`src/rtl/mem_init_pkg.sv`:
```
// Shared types and constants for the memory init loader.
package mem_init_pkg;

  typedef enum logic [2:0] {
    IDLE,
    FILL0,
    FILL1,
    WR_PAIR,
    WR_SINGLE,
    DONE
  } state_t;

  localparam int unsigned MEM_BYTES   = 4096;
  localparam logic [3:0]  WR_ALL      = 4'b1111;
  localparam logic [3:0]  WR_NONE     = 4'b0000;
  localparam int unsigned PAIR_STRIDE = 8;

endpackage

```
`src/rtl/mem_init_loader.sv`:
```
// Pairs streamed words and fills a memory region using dual-word init writes.
// Optional `MEM_INIT_CSUM_EN adds a running checksum output of accepted words.
module mem_init_loader #(
  parameter int unsigned ADDR_W    = 12,
  parameter int unsigned DATA_W    = 32,
  parameter int unsigned MEM_BYTES = mem_init_pkg::MEM_BYTES
) (
  input  logic              Clk,
  input  logic              Rst_n,
  input  logic              start,
  input  logic [ADDR_W-1:0] base_addr,
  input  logic [10:0]       word_count,
  input  logic              in_valid,
  input  logic [DATA_W-1:0] in_data,
  output logic              in_ready,
  output logic [ADDR_W-1:0] mem_address,
  output logic [DATA_W-1:0] mem_datain1,
  output logic [DATA_W-1:0] mem_datain2,
  output logic [3:0]        mem_wr,
  output logic              mem_enable_load,
  output logic              busy,
  output logic              done,
  output logic              err
`ifdef MEM_INIT_CSUM_EN
  ,
  output logic [31:0]       csum
`endif
);
  import mem_init_pkg::*;

  // Two spare bits so even an out-of-range word_count cannot wrap the end address.
  localparam int unsigned ChkW = ADDR_W + 2;

  state_t            state_q, state_d;
  logic [10:0]       remaining_q, remaining_d;
  logic [ADDR_W-1:0] addr_q, addr_d;
  logic [DATA_W-1:0] word0_q, word0_d;
  logic [ADDR_W-1:0] maddr_q, maddr_d;
  logic [DATA_W-1:0] data1_q, data1_d;
  logic [DATA_W-1:0] data2_q, data2_d;
  logic [3:0]        wr_q, wr_d;
  logic              load_q, load_d;
  logic              err_q, err_d;
  logic [ChkW-1:0]   end_addr;
  logic              reject;
  logic              accept;
`ifdef MEM_INIT_CSUM_EN
  logic [31:0]       csum_q, csum_d;
`endif

  assign end_addr = ChkW'(base_addr) + ChkW'({word_count, 2'b00});
  assign reject   = (base_addr[1:0] != 2'b00) || (end_addr > ChkW'(MEM_BYTES));
  assign in_ready = (state_q == FILL0) || (state_q == FILL1);
  assign accept   = in_valid && in_ready;

  always_comb begin
    state_d     = state_q;
    remaining_d = remaining_q;
    addr_d      = addr_q;
    word0_d     = word0_q;
    maddr_d     = maddr_q;
    data1_d     = data1_q;
    data2_d     = data2_q;
    wr_d        = WR_NONE;
    load_d      = 1'b0;
    err_d       = 1'b0;
`ifdef MEM_INIT_CSUM_EN
    csum_d      = accept ? csum_q + 32'(in_data) : csum_q;
`endif
    unique case (state_q)
      IDLE: begin
        if (start) begin
          if (reject) begin
            err_d = 1'b1;
          end else begin
            remaining_d = word_count;
            addr_d      = base_addr;
            state_d     = (word_count == 11'd0) ? DONE : FILL0;
`ifdef MEM_INIT_CSUM_EN
            csum_d      = 32'd0;
`endif
          end
        end
      end
      FILL0: begin
        if (in_valid) begin
          word0_d     = in_data;
          remaining_d = remaining_q - 11'd1;
          if (remaining_q >= 11'd2) begin
            state_d = FILL1;
          end else begin
            // Odd trailing word: plain single-port write.
            state_d = WR_SINGLE;
            maddr_d = addr_q;
            data1_d = in_data;
            wr_d    = WR_ALL;
          end
        end
      end
      FILL1: begin
        if (in_valid) begin
          remaining_d = remaining_q - 11'd1;
          state_d     = WR_PAIR;
          maddr_d     = addr_q;
          data1_d     = word0_q;
          data2_d     = in_data;
          wr_d        = WR_ALL;
          load_d      = 1'b1;
        end
      end
      WR_PAIR: begin
        addr_d  = addr_q + ADDR_W'(PAIR_STRIDE);
        state_d = (remaining_q != 11'd0) ? FILL0 : DONE;
      end
      WR_SINGLE: state_d = DONE;
      DONE:      state_d = IDLE;
      default:   state_d = IDLE;
    endcase
  end

  always_ff @(posedge Clk or negedge Rst_n) begin
    if (!Rst_n) begin
      state_q     <= IDLE;
      remaining_q <= '0;
      addr_q      <= '0;
      word0_q     <= '0;
      maddr_q     <= '0;
      data1_q     <= '0;
      data2_q     <= '0;
      wr_q        <= WR_NONE;
      load_q      <= 1'b0;
      err_q       <= 1'b0;
`ifdef MEM_INIT_CSUM_EN
      csum_q      <= '0;
`endif
    end else begin
      state_q     <= state_d;
      remaining_q <= remaining_d;
      addr_q      <= addr_d;
      word0_q     <= word0_d;
      maddr_q     <= maddr_d;
      data1_q     <= data1_d;
      data2_q     <= data2_d;
      wr_q        <= wr_d;
      load_q      <= load_d;
      err_q       <= err_d;
`ifdef MEM_INIT_CSUM_EN
      csum_q      <= csum_d;
`endif
    end
  end

  assign mem_address     = maddr_q;
  assign mem_datain1     = data1_q;
  assign mem_datain2     = data2_q;
  assign mem_wr          = wr_q;
  assign mem_enable_load = load_q;
  assign err             = err_q;
  assign busy            = (state_q != IDLE);
  assign done            = (state_q == DONE);
`ifdef MEM_INIT_CSUM_EN
  assign csum            = csum_q;
`endif

endmodule

```
`config.mk`:
```
export PLATFORM = sky130hd
export DESIGN_NAME = mem_init_loader
export DESIGN_NICKNAME = d
export VERILOG_FILES = /design/src/rtl/mem_init_pkg.sv /design/src/rtl/mem_init_loader.sv
export SDC_FILE = /design/constraint.sdc
export NUM_CORES = 1
export LEC_CHECK = 0
export CORE_UTILIZATION = 35
export CTS_CLUSTER_DIAMETER = 80
export DETAILED_ROUTE_END_ITERATION = 6
export HOLD_SLACK_MARGIN = 0.05
export PLACE_DENSITY_LB_ADDON = 0.05
export SLEW_MARGIN = 25
export SYNTH_ARGS = -nofsm -noshare
export SYNTH_HDL_FRONTEND = slang
export SYNTH_SLANG_ARGS = --single-unit
```
`constraint.sdc`:
```
create_clock -name Clk -period 2.45 [get_ports Clk]
set_input_delay 0.3675 -clock Clk [delete_from_list [all_inputs] [get_ports Clk]]
set_output_delay 0.3675 -clock Clk [all_outputs]
set_load 0.02 [all_outputs]
```
==> out/qor.tcl, run 1 <==
set qor(worst_ep_required_time_ns) 2.77
set qor(synth-edff-count) 0
set qor(post-dp-hpwl_um) 12600
set qor(power.share.clock) 0.212
set qor(whs_path_depth) 3
set qor(final_min_period_over_clock_period) 0.971
set qor(seqPwrFrac) 0.337
set qor(syn_to_final_growth_pct) 45.8
set qor(synthesis.instances) 582
set qor(postRouteAntennaNets) 0
set qor(max_freq_mhz) 420
set qor(clockBufferDepth) 2
set qor(insertion_delay_ns) 0.41
set qor(cts_buffers) 17
set qor(gr-total-overflow) 0
set qor(worst_path_arrival_time_ns) 2.70
set qor(postSynth.asyncResetShare) 1.00
set qor(core_area_um2) 18600
set qor(die_w_um) 140
set qor(post_synth_instance_area_um2) 6640
set qor(outcome) {finished clean}
set qor(setup-tns-final_ns) 0
set qor(worst_hold_slack_ns) 0.220
set qor(grt_max_degree) 67
set qor(critical_path_peak_fanout) 6
set qor(worst_hold_startpoint) {base_addr[2]}
set qor(worst_slew_margin_rel) 0.604
set qor(r2r-end) {remaining_q[10]}
set qor(comb_power_share) 0.451
set qor(setup-violations-final) 0
set qor(first_iter_violations) 244
set qor(layout.cells.most_common_list) {136 x sky130_fd_sc_hd__dfrtp_1, 123 x sky130_fd_sc_hd__clkdlybuf4s50_1, 75 x sky130_fd_sc_hd__mux2_2}
set qor(layout.cells.most_common) {sky130_fd_sc_hd__dfrtp_1}
set qor(grt_antenna_before_repair) 0
set qor(synthesis.area_per_instance_um2) 11.4
set qor(worst_r2r_start) {remaining_q[0]}
set qor(floorplan.die.height_um) 140
set qor(initial_utilization) 0.356
set qor(layout_min_cycle_time_ns) 2.38
set qor(synth.yosys.warnings) 0
set qor(worst_r2r_path_depth) 9
set qor(hold_violations) 0
set qor(route.detailed.wl_per_inst_um) 16.8
set qor(via_count_of_the_first_global_routing_pass) 5497
set qor(power.net_switching_w) 0.00428
set qor(tritoncts) {built}
set qor(grt_use_total) 0.189
set qor(timing_worst_slew_pin_value_ns) 0.594
set qor(synth_ff_type) {sky130_fd_sc_hd__dfrtp_1}
set qor(multi_input_comb_area_um2) 3280
set qor(clock_sink_count) 137
set qor(cts.reportedPaths.clkPinSlew_ns) 0.06
set qor(rsz0062_at_grt) {yes}
set qor(power_leakage_nw) 4.12
set qor(worst-r2r-setup-slack_ns) 0.21
set qor(fp.dieArea_um2) 19500
set qor(setup.worst_path.class) {in -> reg}
set qor(sequential_cell_area_um2) 3430
set qor(place.port_buffers) 143
set qor(slew_viol_final) 0
set qor(dr.pass1.iters) 4
set qor(finClkSkew_ns) 0.0107
set qor(n_fill_cell) 1693
set qor(cts-htree-levels) 4
set qor(drt_wl_total_um) 17400
set qor(ctsRootBufferMaster) {sky130_fd_sc_hd__clkbuf_16}
set qor(synth_sequential_area_ratio) 0.516
set qor(power.density_cell_area_nw_per_um2) 1220
set qor(finish.net_count) 863
set qor(ant_diodes) 0
set qor(postSynthNetCount) 655
set qor(gp_congestion) 0.857
set qor(report.power.total_w) 0.0118
set qor(maxCapViolCount) 0
set qor(vias) 5276
set qor(post_synth_num_cell_types) 62
set qor(vdd.ir_drop.worst_v) 0.000575
set qor(placementRows) 50
set qor(placed_area_um2) 8850
set qor(worstSetupEndpointType) {flop}
set qor(p_int_w) 0.00749
set qor(via_per_inst) 5.09
set qor(hold_ep) {addr_q[2]}
set qor(power.share.switching) 0.363
set qor(timing.hold.worst.class) {in -> reg}
set qor(grt_pass1_wl_um) 29000
set qor(top_level_ports) 144
set qor(drc_errors) 0
set qor(crit_path_start_kind) {primary input}
set qor(synthesis_stage_register_bit_count) 137
set qor(drive_gt1_frac) 0.297
set qor(final_cell_area_um2) 9680
## cell families (layout without fill, tap and decap cells)
| logic type | after synthesis | in the layout | share of synthesized area |
|---|---|---|---|
| buffers and inverters | 42 | 262 | 0.0273 |
| DFF | 137 | 137 | 0.516 |
| muxes | 113 | 113 | 0.185 |
| and+or+nand+nor | 139 | 139 | 0.103 |
| AOI/OAI and AO/OA | 134 | 134 | 0.136 |
| xor gates and xnor gates | 3 | 3 | 0.00509 |
| adders and majority gates | 14 | 14 | 0.0275 |
## routing by layer
layer,share of wire,GRT usage,vias to the layer above
li1,-,-,2556
met1,0.46,0.248,2569
met2,0.49,0.314,141
met3,0.045,0.0434,10
met4,0.0069,0.0468,0
met5,0,0,-
## flip-flops by register name, indices dropped and copies added (netlist names)
| signal | flops |
|---|---|
| addr_q | 12 |
| err | 1 |
| state_q | 3 |
| mem_enable_load | 1 |
| word0_q | 32 |
| mem_wr | 1 |
| remaining_q | 11 |
| mem_datain1 | 32 |
| mem_datain2 | 32 |
| mem_address | 12 |
## critical path, cell delays in order
cell,delay [ns]
sky130_fd_sc_hd__dlygate4sd2_1,0.32
sky130_fd_sc_hd__ha_4,0.31
sky130_fd_sc_hd__and3_1,0.20
sky130_fd_sc_hd__nand3_1,0.16
sky130_fd_sc_hd__o211ai_4,0.28
sky130_fd_sc_hd__xor2_2,0.14
sky130_fd_sc_hd__buf_4,0.15
sky130_fd_sc_hd__nor4_2,0.26
sky130_fd_sc_hd__o22ai_2,0.13
sky130_fd_sc_hd__buf_4,0.19
sky130_fd_sc_hd__o22ai_1,0.18
## synthesized netlist by cell type (7+ instances only)
| library cell | instances | area, um^2 |
|---|---|---|
| sky130_fd_sc_hd__nor3_1 | 9 | 45.0 |
| sky130_fd_sc_hd__inv_1 | 7 | 26.3 |
| sky130_fd_sc_hd__a32oi_1 | 7 | 61.3 |
| sky130_fd_sc_hd__mux2_2 | 75 | 845 |
| sky130_fd_sc_hd__nor2_1 | 18 | 67.6 |
| sky130_fd_sc_hd__nor4_1 | 8 | 50.1 |
| sky130_fd_sc_hd__nand3_1 | 10 | 50.1 |
| sky130_fd_sc_hd__clkbuf_1 | 23 | 86.3 |
| sky130_fd_sc_hd__ha_1 | 13 | 163 |
| sky130_fd_sc_hd__nand4_1 | 8 | 50.1 |
| sky130_fd_sc_hd__o21ai_0 | 49 | 245 |
| sky130_fd_sc_hd__a21oi_1 | 23 | 115 |
| sky130_fd_sc_hd__mux2i_1 | 37 | 370 |
| sky130_fd_sc_hd__a31oi_1 | 8 | 50.1 |
| sky130_fd_sc_hd__dfrtp_1 | 137 | 3430 |
| sky130_fd_sc_hd__and2_1 | 7 | 43.8 |
| sky130_fd_sc_hd__o22ai_1 | 7 | 43.8 |
| sky130_fd_sc_hd__nand2_1 | 57 | 214 |
## final cells by class
type,count,share of cell area
Multi-Input combinational cell,403,0.339
Clock inverter,13,0.0152
Timing Repair Buffer,223,0.214
Clock buffer,18,0.0443
Inverter,8,0.00310
Sequential cell,137,0.354
Tap cell,234,0.0302
## what timing repair did
| action | in CTS | in global routing |
|---|---|---|
| setup endpoints to repair | 26 | 27 |
| pin swaps | 15 | 14 |
| hold buffers | 1 | 0 |
| gates resized for setup | 47 | 27 |
| endpoints found under the hold margin | 43 | 0 |
| setup buffers | 6 | 2 |
## power groups by stage
stage / Sequential (W) / Clock [W] / Combinational, W
floorplan: 0.00459 / 0 / 0.00234
global placement: 0.00395 / 0 / 0.00517
detailed placement: 0.00401 / 0 / 0.00524
CTS: 0.00398 / 0.00257 / 0.00533
global route: 0.00412 / 0.00268 / 0.00575
finish: 0.00397 / 0.00249 / 0.00531
## worst max path at each step
stage / startpoint / endpoint / slack (ns) / cells past startpoint
6_report: base_addr[8] / addr_q[7] / 0.07 / 11
5_1_grt: word_count[3] / addr_q[9] / -0.02 / 10
4_1_cts: base_addr[7] / addr_q[0] / 0.002 / 12
3_5_place_dp: base_addr[2] / addr_q[10] / -0.86 / 10
3_3_place_gp: base_addr[2] / addr_q[9] / -0.74 / 10
2_1_floorplan: base_addr[2] / addr_q[1] / -0.002 / 10
## stage by stage
step	setup slack [ns]	instances	util
after floorplan	-0.00199	582	-
final	0.0717	1036	0.519
after CTS	0.00195	1035	0.515
after detailed placement	-0.855	997	0.475
after global routing	-0.0208	1036	0.519
after global placement	-0.738	997	0.475
No activity file was read; power rests on OpenSTA's default activity.
==> inputs of run 2 (changes only) <==
--- a/config.mk
+++ b/config.mk
@@ -5,8 +5,8 @@
 export SDC_FILE = /design/constraint.sdc
 export NUM_CORES = 1
 export LEC_CHECK = 0
+export CORE_MARGIN = 8
 export CORE_UTILIZATION = 35
-export CTS_CLUSTER_DIAMETER = 80
 export DETAILED_ROUTE_END_ITERATION = 6
 export HOLD_SLACK_MARGIN = 0.05
 export PLACE_DENSITY_LB_ADDON = 0.05
==> out/qor.tcl, run 2 (same netlist as run 1, synthesis figures left out) <==
set qor(power.net_switching_w) 0.00431 ;# was 0.00428 W
set qor(sequential_cell_area_um2) 3430 ;# unchanged
set qor(route.detailed.wl_per_inst_um) 18.1 ;# was 16.8 um
set qor(grt_antenna_before_repair) 0 ;# unchanged
set qor(placed_area_um2) 8850 ;# about the same
set qor(n_fill_cell) 1673 ;# was 1693
set qor(cts-htree-levels) 4 ;# unchanged
set qor(post-dp-hpwl_um) 13900 ;# was 12600 um
set qor(place.port_buffers) 143 ;# unchanged
set qor(worstPathBufferInverterCount) 3 ;# unchanged
set qor(maxCapViolCount) 0 ;# unchanged
set qor(report.power.total_w) 0.0116 ;# was 0.0118 W
set qor(drt_wl_total_um) 18700 ;# was 17400 um
set qor(vias) 5313 ;# was 5276
set qor(via_count_of_the_first_global_routing_pass) 5730 ;# was 5497
set qor(placementRows) 50 ;# unchanged
set qor(critPathSlowestCell) {sky130_fd_sc_hd__fa_2} ;# was sky130_fd_sc_hd__dlygate4sd2_1
set qor(first_iter_violations) 258 ;# was 244
set qor(hold_violations) 0 ;# unchanged
set qor(syn_to_final_growth_pct) 45.6 ;# was 45.8%
set qor(timing.hold.worst.class) {in -> reg} ;# unchanged
set qor(max_freq_mhz) 419 ;# was 420 MHz
set qor(drive_gt1_frac) 0.303 ;# was 0.297
set qor(top_level_ports) 144 ;# unchanged
set qor(placedCellCount) 996 ;# was 997
set qor(ctsRootBufferMaster) {sky130_fd_sc_hd__clkbuf_16} ;# unchanged
set qor(final_min_period_over_clock_period) 0.973 ;# was 0.971
set qor(floorplan.die.height_um) 154 ;# was 140 um
set qor(slew_viol_final) 0 ;# unchanged
set qor(tritoncts) {built} ;# unchanged
set qor(clock_sink_count) 137 ;# unchanged
set qor(worst_slew_margin_rel) 0.607 ;# was 0.604
set qor(p_int_w) 0.00733 ;# was 0.00749 W
set qor(setup-violations-final) 0 ;# unchanged
set qor(power.share.clock) 0.199 ;# was 0.212
set qor(crit_path_start_kind) {primary input} ;# unchanged
set qor(finish.net_count) 864 ;# was 863
set qor(instances_no_fill) 1037 ;# was 1036
set qor(gr-total-overflow) 0 ;# unchanged
set qor(cts_buffers) 17 ;# unchanged
set qor(fp.dieArea_um2) 23600 ;# was 19500 um^2
set qor(crit_family) {compound AO/OA/AOI/OAI gates} ;# was buffers and inverters
set qor(comb_power_share) 0.461 ;# was 0.451
set qor(drc_errors) 0 ;# unchanged
set qor(cts.reportedPaths.clkPinSlew_ns) 0.06 ;# about the same
set qor(insertion_delay_ns) 0.42 ;# was 0.41 ns
set qor(layout.cells.most_common_list) {136 x sky130_fd_sc_hd__dfrtp_1, 123 x sky130_fd_sc_hd__clkdlybuf4s50_1, 75 x sky130_fd_sc_hd__mux2_2} ;# unchanged
set qor(cpPeakStageDelay_ns) 0.38 ;# was 0.32 ns
set qor(final_cell_area_um2) 9670 ;# was 9680 um^2
set qor(finClkSkew_ns) 0.0108 ;# was 0.0107 ns
set qor(power.share.switching) 0.370 ;# was 0.363
set qor(initial_utilization) 0.356 ;# unchanged
set qor(vdd.ir_drop.worst_v) 0.000586 ;# was 0.000575 V
set qor(seqPwrFrac) 0.340 ;# was 0.337
set qor(path_cells) {buf_8, ha_4, fa_2, a21oi_2, o211ai_1, buf_4, o311ai_4, o31a_1, nor3_4, buf_12, a211o_1} ;# was dlygate4sd2_1, ha_4, and3_1, nand3_1, o211ai_4, xor2_2, buf_4, nor4_2, o22ai_2, buf_4, o22ai_1
set qor(timing_worst_slew_pin_value_ns) 0.589 ;# was 0.594 ns
set qor(multi_input_comb_area_um2) 3290 ;# was 3280 um^2
set qor(grt_pass1_wl_um) 30900 ;# was 29000 um
set qor(core_area_um2) 18600 ;# unchanged
set qor(rsz0062_at_grt) {yes} ;# unchanged
set qor(critical_path_peak_fanout) 8 ;# was 6
set qor(gp_congestion) 0.877 ;# was 0.857
set qor(outcome) {finished clean} ;# unchanged
set qor(grt_use_total) 0.162 ;# was 0.189
set qor(grt_max_degree) 61 ;# was 67
set qor(worst_ep_required_time_ns) 2.75 ;# was 2.77 ns
set qor(worst_path_arrival_time_ns) 2.68 ;# was 2.70 ns
set qor(power.density_cell_area_nw_per_um2) 1200 ;# was 1220 nW/um^2
set qor(power_leakage_nw) 4.12 ;# about the same
set qor(clockBufferDepth) 2 ;# unchanged
set qor(ant_diodes) 0 ;# unchanged
set qor(via_per_inst) 5.12 ;# was 5.09
set qor(die_w_um) 154 ;# was 140 um
set qor(setup.worst_path.class) {in -> reg} ;# unchanged
set qor(postRouteAntennaNets) 0 ;# unchanged
set qor(layout.cells.most_common) {sky130_fd_sc_hd__dfrtp_1} ;# unchanged
set qor(layout_min_cycle_time_ns) 2.38 ;# about the same
set qor(worstSetupEndpointType) {flop} ;# unchanged
set qor(dr.pass1.iters) 4 ;# unchanged
==> run 2: cell count changes in the layout (fill, tap and decap cells not counted), moves of 2 or more <==
cell and change:
sky130_fd_sc_hd__nor3_2 -2, sky130_fd_sc_hd__clkdlybuf4s15_2 +2, sky130_fd_sc_hd__clkbuf_2 +2, sky130_fd_sc_hd__nor3_1 +2, sky130_fd_sc_hd__buf_12 +2, sky130_fd_sc_hd__bufinv_16 -2, sky130_fd_sc_hd__dlygate4sd2_1 -4, sky130_fd_sc_hd__clkinv_2 +3
==> run 2: stage by stage <==
stage	utilization	setup TNS [ns]	setup slack, ns	hold slack [ns]
finish	0.519	0	0.0656	0.287
global route	0.519	-0.125	-0.0418	0.286
CTS	0.514	0	0.0000333	0.187
detailed placement	0.475	-19.71	-0.843	0.318
global placement	0.475	-16.78	-0.722	0.317
floorplan	-	-0.00199	-0.00199	0.0719
==> run 2: what timing repair did <==
action	in CTS	in global routing
gates resized for setup	54	29
hold buffers	1	0
setup buffers	8	1
gates cloned	0	0
hold endpoints to repair	39	0
pin swaps	16	25
endpoints found under the setup margin	28	22
==> run 2: final timing paths <==
check                                start              end  slack [ns]  cells past startpoint
max                           base_addr[2]   remaining_q[0]        0.07                     11
min                          word_count[0]   remaining_q[0]        0.29                      3
max reg2reg                 remaining_q[1]  remaining_q[10]        0.26                      9
min reg2reg                mem_datain1[11]  mem_datain1[11]        0.47                      2
max in group asynchronous            Rst_n   mem_datain1[1]        1.34                      3
min in group asynchronous            Rst_n  mem_datain1[29]        0.44                      2
==> run 2: layout make-up <==
| class | instances | area share |
|---|---|---|
| clock buffers | 18 | 0.0454 |
| inverters | 8 | 0.00310 |
| repair buffers | 224 | 0.216 |
| multi-input cells | 403 | 0.340 |
| flip-flops and latches | 137 | 0.355 |
| clock inverters | 13 | 0.00983 |
| well taps | 234 | 0.0303 |
==> run 2: worst reg2reg max path: cells and delay by family (launching register included) <==
family,cells,cell delay [ns]
buf+inv,1,0.09
simple gates,5,1.12
flops,1,0.42
compound gates,2,0.22
fa+ha+maj,1,0.21
==> run 2: per-layer routing <==
layer	routed length, um	track usage	vias up
li1	-	-	2557
met5	0	0	-
met2	9110	0.268	124
met1	8520	0.205	2615
met3	892	0.0392	17
met4	209	0.0518	0
==> run 2: power groups by stage <==
stage,clock [W],sequential (W),combinational [W]
2_1_floorplan,0,0.00459,0.00234
3_3_place_gp,0,0.00397,0.00523
3_5_place_dp,0,0.00401,0.00530
4_1_cts,0.00239,0.00398,0.00537
5_1_grt,0.00249,0.00411,0.00581
6_report,0.00231,0.00396,0.00537
